File: config.mk
export PLATFORM = sky130hd
export DESIGN_NAME = addsub_acc_pipe
export DESIGN_NICKNAME = d
export VERILOG_FILES = /design/src/rtl/addsub_acc_pipe.sv
export SDC_FILE = /design/constraint.sdc
export NUM_CORES = 1
export LEC_CHECK = 0
export BUFFER_PORTS_ARGS = -buffer_cell sky130_fd_sc_hd__buf_2
export CORE_MARGIN = 2
export CORE_UTILIZATION = 30
export DETAILED_ROUTE_END_ITERATION = 8
export GPL_ROUTABILITY_DRIVEN = 0
export PLACE_DENSITY = 0.47
export SYNTH_ARGS = -nofsm -noshare
export SYNTH_HDL_FRONTEND = slang
export SYNTH_SLANG_ARGS = --single-unit
File: constraint.sdc
create_clock -name Clk -period 2.9 [get_ports Clk]
set_clock_uncertainty 0.1 [all_clocks]
set_input_delay 0.58 -clock Clk [delete_from_list [all_inputs] [get_ports Clk]]
set_output_delay 0.58 -clock Clk [all_outputs]
set_load 0.02 [all_outputs]
File: src/rtl/addsub_acc_pipe.sv
// rtl/addsub_acc_pipe.sv - 2-stage signed add/sub accumulator with valid/ready input and optional halt-on-overflow
// Define ADDSUB_ACC_SAT_EN to saturate S on ADD/SUB overflow instead of wrapping.
module addsub_acc_pipe #(
    parameter int WIDTH      = 8,
    parameter int CNT_WIDTH  = 8,
    parameter int HALT_ON_OF = 0
) (
    input  logic                 Clk,
    input  logic                 Resetn,
    input  logic                 In_valid,
    output logic                 In_ready,
    input  logic [1:0]           Op,
    input  logic [WIDTH-1:0]     A,
    input  logic                 Clr_of,
    output logic [WIDTH-1:0]     S,
    output logic                 Out_valid,
    output logic                 OF,
    output logic                 OF_sticky,
    output logic [CNT_WIDTH-1:0] Count
);

    localparam logic [1:0] OP_ADD  = 2'b00;
    localparam logic [1:0] OP_SUB  = 2'b01;
    localparam logic [1:0] OP_LOAD = 2'b10;
    localparam logic [1:0] OP_CLR  = 2'b11;

    localparam logic             HALT_EN = (HALT_ON_OF != 0);
    localparam logic [WIDTH-1:0] S_MAX   = {1'b0, {(WIDTH-1){1'b1}}};
    localparam logic [WIDTH-1:0] S_MIN   = {1'b1, {(WIDTH-1){1'b0}}};

    typedef enum logic {RUN, HALT} state_t;

    state_t           state;
    logic [WIDTH-1:0] a_r;
    logic [1:0]       op_r;
    logic             v_r;

    logic [WIDTH-1:0] b;
    logic [WIDTH-1:0] sum;
    logic             arith;
    logic             ovf_next;
    logic [WIDTH-1:0] s_next;
    logic             accept;

    // SUB is S + ~a + 1, so one overflow rule covers both: operands agree in sign, result differs.
    always_comb begin
        arith    = (op_r == OP_ADD) || (op_r == OP_SUB);
        b        = (op_r == OP_SUB) ? ~a_r : a_r;
        sum      = S + b + WIDTH'(op_r == OP_SUB);
        ovf_next = arith && (S[WIDTH-1] == b[WIDTH-1]) && (sum[WIDTH-1] != S[WIDTH-1]);
        s_next   = sum;
        case (op_r)
            OP_LOAD: s_next = a_r;
            OP_CLR:  s_next = '0;
            default: begin
`ifdef ADDSUB_ACC_SAT_EN
                if (ovf_next) begin
                    s_next = S[WIDTH-1] ? S_MIN : S_MAX;
                end
`endif
            end
        endcase
    end

    // Refusing the slot behind an overflowing op means nothing needs flushing on halt.
    assign In_ready = Resetn && (state == RUN) && !(HALT_EN && v_r && ovf_next);
    assign accept   = In_valid && In_ready;

    always_ff @(posedge Clk or negedge Resetn) begin
        if (!Resetn) begin
            state     <= RUN;
            a_r       <= '0;
            op_r      <= OP_ADD;
            v_r       <= 1'b0;
            S         <= '0;
            OF        <= 1'b0;
            OF_sticky <= 1'b0;
            Count     <= '0;
            Out_valid <= 1'b0;
        end else begin
            v_r       <= accept;
            Out_valid <= v_r;
            if (accept) begin
                a_r  <= A;
                op_r <= Op;
            end
            if (v_r) begin
                S     <= s_next;
                OF    <= ovf_next;
                Count <= (op_r == OP_CLR) ? '0 : Count + CNT_WIDTH'(1);
            end
            if (v_r && ovf_next) begin
                OF_sticky <= 1'b1;
            end else if (Clr_of) begin
                OF_sticky <= 1'b0;
            end
            case (state)
                RUN:     if (HALT_EN && v_r && ovf_next) state <= HALT;
                HALT:    if (Clr_of && !(v_r && ovf_next)) state <= RUN;
                default: state <= RUN;
            endcase
        end
    end

endmodule

; Word level (Yosys, flattened, before mapping)
; Cells that the tools add are included.
[word_totals]
regBits = 31
inputBits = 14
word_cells = 36
[op_classes]
n_bitwise = 2
n_mux = 7
n_addsub = 3
reduce_logical = 10
n_eq_ne = 5
[op_table]
columns = cell, n
row1 = $mux 8, 2
row2 = $pmux 8 s2, 1
row3 = $add 8x1->8, 1
row4 = $add 8x1->8 const B, 1
row5 = $add 8x8->8, 1
row6 = $not 8->8, 1
row7 = $logic_and 1x1->1, 6
row8 = $eq 2x2->1 const B, 2
row9 = $mux 1, 4
row10 = $eq 2x1->1 const B, 1
row11 = $logic_not 2->1, 1
row12 = $reduce_bool 2->1, 1
row13 = $eq 1x1->1, 1
row14 = $logic_not 1->1, 1
row15 = $logic_or 1x1->1, 1
row16 = $ne 1x1->1, 1
row17 = $not 1->1, 1

; Depth between registers and ports, before layout
; Gate-level depths: netlist of run 1.
[depth]
ltp_word = 11
depth_mapped = 12

; Least setup slack after synthesis of run 1
; No wires, ideal clock.
[synth_timing]
kind = reg-to-reg
startpoint = reg op_r[1]
endpoint = reg S[7]
setup_slack_ps = 389
path_buffers = 1
arrival_ps = 2276
setup_time_ps = 135
stages_incl_launch_ff = 11
cell_sequence = dfrtp_1 > nand2b_1 > buf_2 > xnor2_1 > ha_1 > a21o_1 > o32ai_1 > a21oi_4 > mux2i_1 > a311oi_1 > o211ai_1
[synth_via]
elab_chain_cells = 5
[synth_rtl]
columns = element, line
row1 = start: declaration, 35  ; logic [1:0] op_r;
row2 = start signal: assignment, 85  ; op_r <= Op;
row3 = $eq 2x1->1, "48, 49"
row4 = $mux 8, 48  ; b = (op_r == OP_SUB) ? ~a_r : a_r;
row5 = $add 8x8->8, 49  ; sum = S + b + WIDTH'(op_r == OP_SUB);
row6 = $add 8x1->8, 49
row7 = $pmux 8 s2 *, 52  ; case (op_r)
row8 = end signal: assignment, 88  ; S <= s_next;
row9 = end: declaration, 15  ; output logic [WIDTH-1:0] S,
; Mark *: on every way between the ends. The rest lies on a longest branch, timed or not.
; A chain may end at the register's enable or synchronous reset.

; Final worst setup path of run 1
; Same ends and word-level chain as after synthesis.

==> reports/metrics.csv, run 1 <==
stage,metric,value,unit
die,io_pins,34,
timing,finalSetupViolations,0,
synth,synth.cell_area,1797,um^2
grt,grt_pass1_wl,6.313,mm
timing,worst_slack,215.0,ps
clock_network,post_cts_resized,0,
synth,ys_ff_latch,31,
clock_network,cts_buffers,5,
finish,layout_common_cells,"buf_2 (33), dfrtp_1 (31), nor2_1 (14), nand2_1 (13), a21oi_1 (12)",
finish,area_growth_syn_to_layout,17.97,%
clock_network,path_clk_slew,60,ps
clock_network,cts_max_level,2,
clock_network,cts.sinks,31,
timing,tightest_slew,534.7,ps
setup_path,cp.required,2970,ps
setup_path,reg2reg_depth,9,
timing,tns,0,ps
routing,drt_iter0_markers,75,
synth,synth_edf_count,0,
timing,fmax,0.3724,GHz
synth,synth_cell_types,44,
grt,antenna_found_initial,0,
synth,postSynth.asyncResetShare,100.0,%
grt,overflow,0,
die,dieWidth,81.39,um
timing,maxSlewViolCount,0,
finish,diodes,0,
power_and_ir_drop,power_leakage,0.9882,nW
clock_network,cts_tree,yes,
synth,yosysSeqAreaShare,43.18,%
synth,synth_nets,200,
synth,synth_top_cell_by_area,dfrtp_1,
routing,dr_total_vias,1343,
setup_path,r2r_slack,210,ps
clock_network,clk_latency,290,ps
die,fp.dieH,81.39,um
routing,firstDrtPassIters,4,
die,initial_core_util,30.71,%
timing,fin_crit_sh,92.59,%
power_and_ir_drop,finalPower,1.952,mW
setup_path,arrival,2750,ps
synth,syn_avg_cell_area,10.09,um^2
routing,viasPerCell,4.647,
grt,grt_max_degree,32,
clock_network,ctsRootBufferMaster,clkbuf_8,
finish,drive_gt1_share,28.04,%
routing,wire_per_inst,13.21,um
synth,yosysWarningCount,0,
placed_design,place_ws,192.4,ps
timing,rsz0062_at_grt,no,
clock_network,hold_buffers,0,
placed_design,post_dp_cell_area,2032,um^2
setup_path,end_kind,flip-flop,
setup_path,reg2reg_from,op_r[1],
finish,mostFrequentLayoutCell,buf_2,
synth,synth.top_cell.area_share,43.18,%
clock_network,cts.path.max_buffers,2,
clock_network,post-cts-setup-buffer-count,0,
setup_path,crit_type,reg -> reg,
grt,grt_pass1_vias,1316,
routing,wl,3.817,mm
setup_path,r2r-end,S[7],
placed_design,numPortBuffers,33,
routing,route.detailed.drc,0,
synth,netlist_instances,178,
die,dieArea,6624,um^2
job,drv_cap,0,
finish,fill_cells,609,
synth,synth.top_cells.by_area,"dfrtp_1 (43%), mux2_2 (6.3%), ha_1 (4.9%)",
die,row_count,28,
timing,hold_viol,0,
finish,fin_area,2120,um^2
finish,nNetsFinal,236,
placed_design,hpwl,2.754,mm
timing,timing.slew.headroom,64.27,%
run_status,status,"finished, final reports clean",
die,core_area,5851,um^2
setup_path,critPathMaxFanout,8,
timing,fin_crit,2685,ps
power_and_ir_drop,vdd_drop_max,0.0003309,V
routing,ant_nets,0,
setup_path,critPathLaunchType,flip-flop,
hold_path,hold_path.class,in -> async,
grt,grt.total_usage,12.98,%
power_and_ir_drop,power.density,920.8,nW/um^2
synth,synth_ff_type,dfrtp_1,
[state kept, by name, indices dropped and copies added, names as in the netlist]
| signal | cells |
|---|---|
| v_r | 1 |
| a_r | 8 |
| state | 1 |
| Out_valid | 1 |
| OF | 1 |
| op_r | 2 |
| OF_sticky | 1 |
| Count | 8 |
| S | 8 |
[synthesized netlist by cell type (2+ instances only)]
master     number
buf_4           2
xnor2_1         9
nor2_1         14
a21o_1          2
xor2_1          6
a2bb2oi_1       2
and2b_1         2
inv_1           9
ha_1            7
o211ai_1        2
nand3_1         4
a21oi_1        12
and2_1          2
a311oi_1        2
o21ai_1         5
and3_1          2
nand2_1        13
buf_6           2
nand4_1         3
or3_1           2
nand2b_1        4
dfrtp_1        31
clkbuf_1        3
nor2b_1         6
o21ai_0         4
mux2_2         10
[cell type report]
cell class | instances | area [um^2] | area share, %
Clock buffer | 6 | 82.58 | 3.896
Tap cell | 75 | 93.84 | 4.427
Clock inverter | 1 | 5.005 | 0.2361
Sequential cell | 31 | 775.7 | 36.60
Multi-Input combinational cell | 130 | 933.4 | 44.04
Inverter | 9 | 33.78 | 1.594
Timing Repair Buffer | 37 | 195.2 | 9.209
[power by group]
part	leakage (nW)	switching, mW	total, mW	internal, mW
logic	0.558	0.526	0.952	0.427
registers	0.384	0.114	0.649	0.535
clock network	0.0470	0.164	0.350	0.186
total	0.988	0.804	1.95	1.15
[layer usage]
layer  GRT usage, %  share of wire [%]  up-vias
li1               -                  -      690
met1          16.12                 46      615
met2          20.57                 47       31
met3          3.556                5.2        7
met4          6.610                1.7        0
met5              0                  0        -
[cell families (layout without fill, tap and decap cells)]
kind of cell	count (synthesis)	in the layout	share of synthesized area, %
AO/OA/AOI/OAI	39	39	14.83
AND/OR/NAND/NOR	56	56	16.36
flip-flops	31	31	43.18
adder cells (fa/ha/maj)	8	8	5.989
multiplexers	12	12	7.451
buffers and inverters	17	53	4.874
XOR/XNOR	15	15	7.312
[through the flow]
step | utilization, % | hold slack, ps | std cells
2_1_floorplan | - | 184.4 | 178
3_3_place_gp | 34.73 | 408.8 | 282
3_5_place_dp | 34.73 | 405.0 | 282
4_1_cts | 36.23 | 293.1 | 289
5_1_grt | 36.23 | 293.9 | 289
6_report | 36.23 | 257.7 | 289
[worst max path at each step]
stage             from    to  slack (ps)  cells after the start
2_1_floorplan  op_r[1]  S[7]         390                     10
3_3_place_gp   op_r[1]  S[7]         250                      9
3_5_place_dp   op_r[1]  S[7]         190                      9
4_1_cts        op_r[1]  S[7]         190                      9
5_1_grt        op_r[1]  S[7]          50                      9
6_report       op_r[1]  S[7]         210                      9
[worst max-delay path: stages (launching register included)]
cell	delay, ps
dfrtp_1	370
nand2b_1	350
xnor2_1	220
ha_1	330
a21o_1	210
o32ai_1	420
a21oi_4	100
mux2i_1	140
a311oi_1	210
o211ai_1	100
Power figures use the tool's default switching activity.
==> run 2, diff against run 1 <==
Settings changed: REMOVE_ABC_BUFFERS from default to 1.
==> reports/metrics.csv, run 2 (synthesized netlist as in run 1, its figures left out) <==
stage,metric,value,unit,change
run_status,status,"finished, final reports clean",,
clock_network,cts_tree,yes,,
finish,nNetsFinal,236,,unchanged
timing,hold_viol,0,,unchanged
setup_path,r2r-end,S[7],,
setup_path,critPathMaxFanout,8,,unchanged
routing,wl,3.814,mm,about the same
job,drv_cap,0,,unchanged
timing,whs,243.7,ps,-14.05 ps
routing,route.detailed.drc,0,,unchanged
setup_path,r2r_slack,310,ps,+90 ps
routing,dr_total_vias,1358,,+1.1%
die,dieWidth,81.39,um,unchanged
finish,drive_gt1_share,28.84,%,+0.80 points
power_and_ir_drop,power_leakage,1.003,nW,+1.5%
grt,grt_pass1_vias,1408,,+7.0%
die,dieArea,6624,um^2,unchanged
power_and_ir_drop,vdd_drop_max,0.0003374,V,+2.0%
routing,drt_iter0_markers,63,,-16%
die,fp.dieH,81.39,um,unchanged
timing,fin_crit_sh,89.32,%,-3.3 points
timing,tns,0,ps,unchanged
setup_path,path_cells,nand2b_2 -> xnor2_1 -> ha_1 -> a21o_1 -> o32ai_1 -> a21oi_4 -> mux2i_1 -> a311oi_1 -> o211ai_1,,
grt,grt_pass1_wl,6.603,mm,+4.6%
setup_path,cp-endpoint,S[7],,
setup_path,reg2reg_depth,9,,unchanged
power_and_ir_drop,finalPower,2.052,mW,+5.1%
timing,tightest_slew,614.2,ps,+79.52 ps
die,initial_core_util,30.71,%,unchanged
grt,grt.total_usage,13.13,%,+0.15 points
clock_network,hold_buffers,0,,unchanged
timing,maxSlewViolCount,0,,unchanged
clock_network,cts.sinks,31,,unchanged
setup_path,cp.required,2960,ps,about the same
timing,fin_crit,2590,ps,-94.85 ps
finish,mostFrequentLayoutCell,buf_2,,
timing,finalSetupViolations,0,,unchanged
die,row_count,28,,unchanged
grt,grt_max_degree,32,,unchanged
setup_path,crit_path_top_delay_cell,o32ai_1,,
die,io_pins,34,,unchanged
clock_network,cts.path.max_buffers,2,,unchanged
clock_network,cts_buffers,5,,unchanged
setup_path,end_kind,flip-flop,,
finish,diodes,0,,unchanged
clock_network,ctsRootBufferMaster,clkbuf_8,,
clock_network,cts_max_level,2,,unchanged
placed_design,numPortBuffers,33,,unchanged
grt,overflow,0,,unchanged
routing,firstDrtPassIters,4,,unchanged
placed_design,hpwl,2.741,mm,-0.47%
setup_path,crit_type,reg -> reg,,
clock_network,path_clk_slew,70,ps,about the same
power_and_ir_drop,power.density,953.6,nW/um^2,+3.6%
finish,reg_top3,"Count (8), S (8), a_r (8)",,
setup_path,reg2reg_from,op_r[1],,
routing,wire_per_inst,13.15,um,-0.42%
timing,fmax,0.3861,GHz,+3.7%
hold_path,hold_path.class,in -> async,,
timing,timing.slew.headroom,58.95,%,-5.3 points
setup_path,arrival,2650,ps,-100 ps
die,core_area,5851,um^2,unchanged
grt,antenna_found_initial,0,,unchanged
clock_network,clk_latency,280,ps,about the same
routing,ant_nets,0,,unchanged
timing,rsz0062_at_grt,no,,
setup_path,max_stage_delay,430,ps,about the same
finish,layout_common_cells,"buf_2 (33), dfrtp_1 (31), nor2_1 (14), nand2_1 (13), a21oi_1 (12)",,
finish,area_growth_syn_to_layout,19.78,%,
setup_path,worstSetupStartpoint,op_r[1],,
routing,viasPerCell,4.683,,+0.77%
setup_path,critPathLaunchType,flip-flop,,
-- run 2: cell types whose count changed in the layout (fill, tap and decap cells not counted) --
cell       previous run  this run
nand2b_2              0         1
nand2b_1              4         3
bufinv_16             0         1
-- run 2: final cells by class --
class,instances,area (um^2)
Sequential cell,31,775.7
Timing Repair Buffer,37,195.2
Multi-Input combinational cell,130,935.9
Clock inverter,2,35.03
Tap cell,75,93.84
Clock buffer,6,82.58
Inverter,9,33.78
Fill cell,608,3699
-- run 2: how the worst min path moves through the flow --
| stage | start | end |
|---|---|---|
| floorplan | Resetn | Count[0] |
| CTS | Resetn | a_r[0] |
| detailed placement | OF_sticky | OF_sticky |
| global placement | OF_sticky | OF_sticky |
| global route | Resetn | state |
| finish | Resetn | a_r[7] |
-- run 2: report_power, final --
part           total, mW  leakage, nW  switching [mW]  internal [mW]
sequential         0.645        0.384           0.110          0.535
combinational      0.961        0.558           0.532          0.429
clock              0.446       0.0612           0.168          0.278
total               2.05         1.00           0.810           1.24
-- run 2: per-layer routing --
| layer | global-route usage (%) | part of all wire, % | vias to the layer above |
|---|---|---|---|
| li1 | - | - | 685 |
| met1 | 16.63 | 50 | 637 |
| met2 | 21.23 | 44 | 28 |
| met3 | 4.333 | 5.1 | 8 |
| met4 | 3.898 | 1.5 | 0 |
| met5 | 0 | 0 | - |
-- run 2: what timing repair did --
item / CTS / global route
endpoints found under the setup margin: 0 / 1
buffers inserted: 0 / 0
gates resized for setup: 0 / 1
hold endpoints to repair: 0 / 0
-- run 2: critical path: cells and delay by family, from the launching register on --
kind            cells  cell delay (ps)
simple gates        1              300
fa+ha+maj           1              320
flops               1              370
mux                 1              140
xor+xnor            1              180
compound gates      5             1050
-- run 2: per-stage QoR --
step | instance area, um^2 | cells | worst slack, ps | util (%)
4_1_cts | 2150 | 290 | 170.3 | 36.74
3_3_place_gp | 2032 | 282 | 230.2 | 34.73
2_1_floorplan | 1743 | 170 | 216.1 | -
3_5_place_dp | 2032 | 282 | 163.6 | 34.73
6_report | 2152 | 290 | 309.8 | 36.78
5_1_grt | 2152 | 290 | 110.6 | 36.78
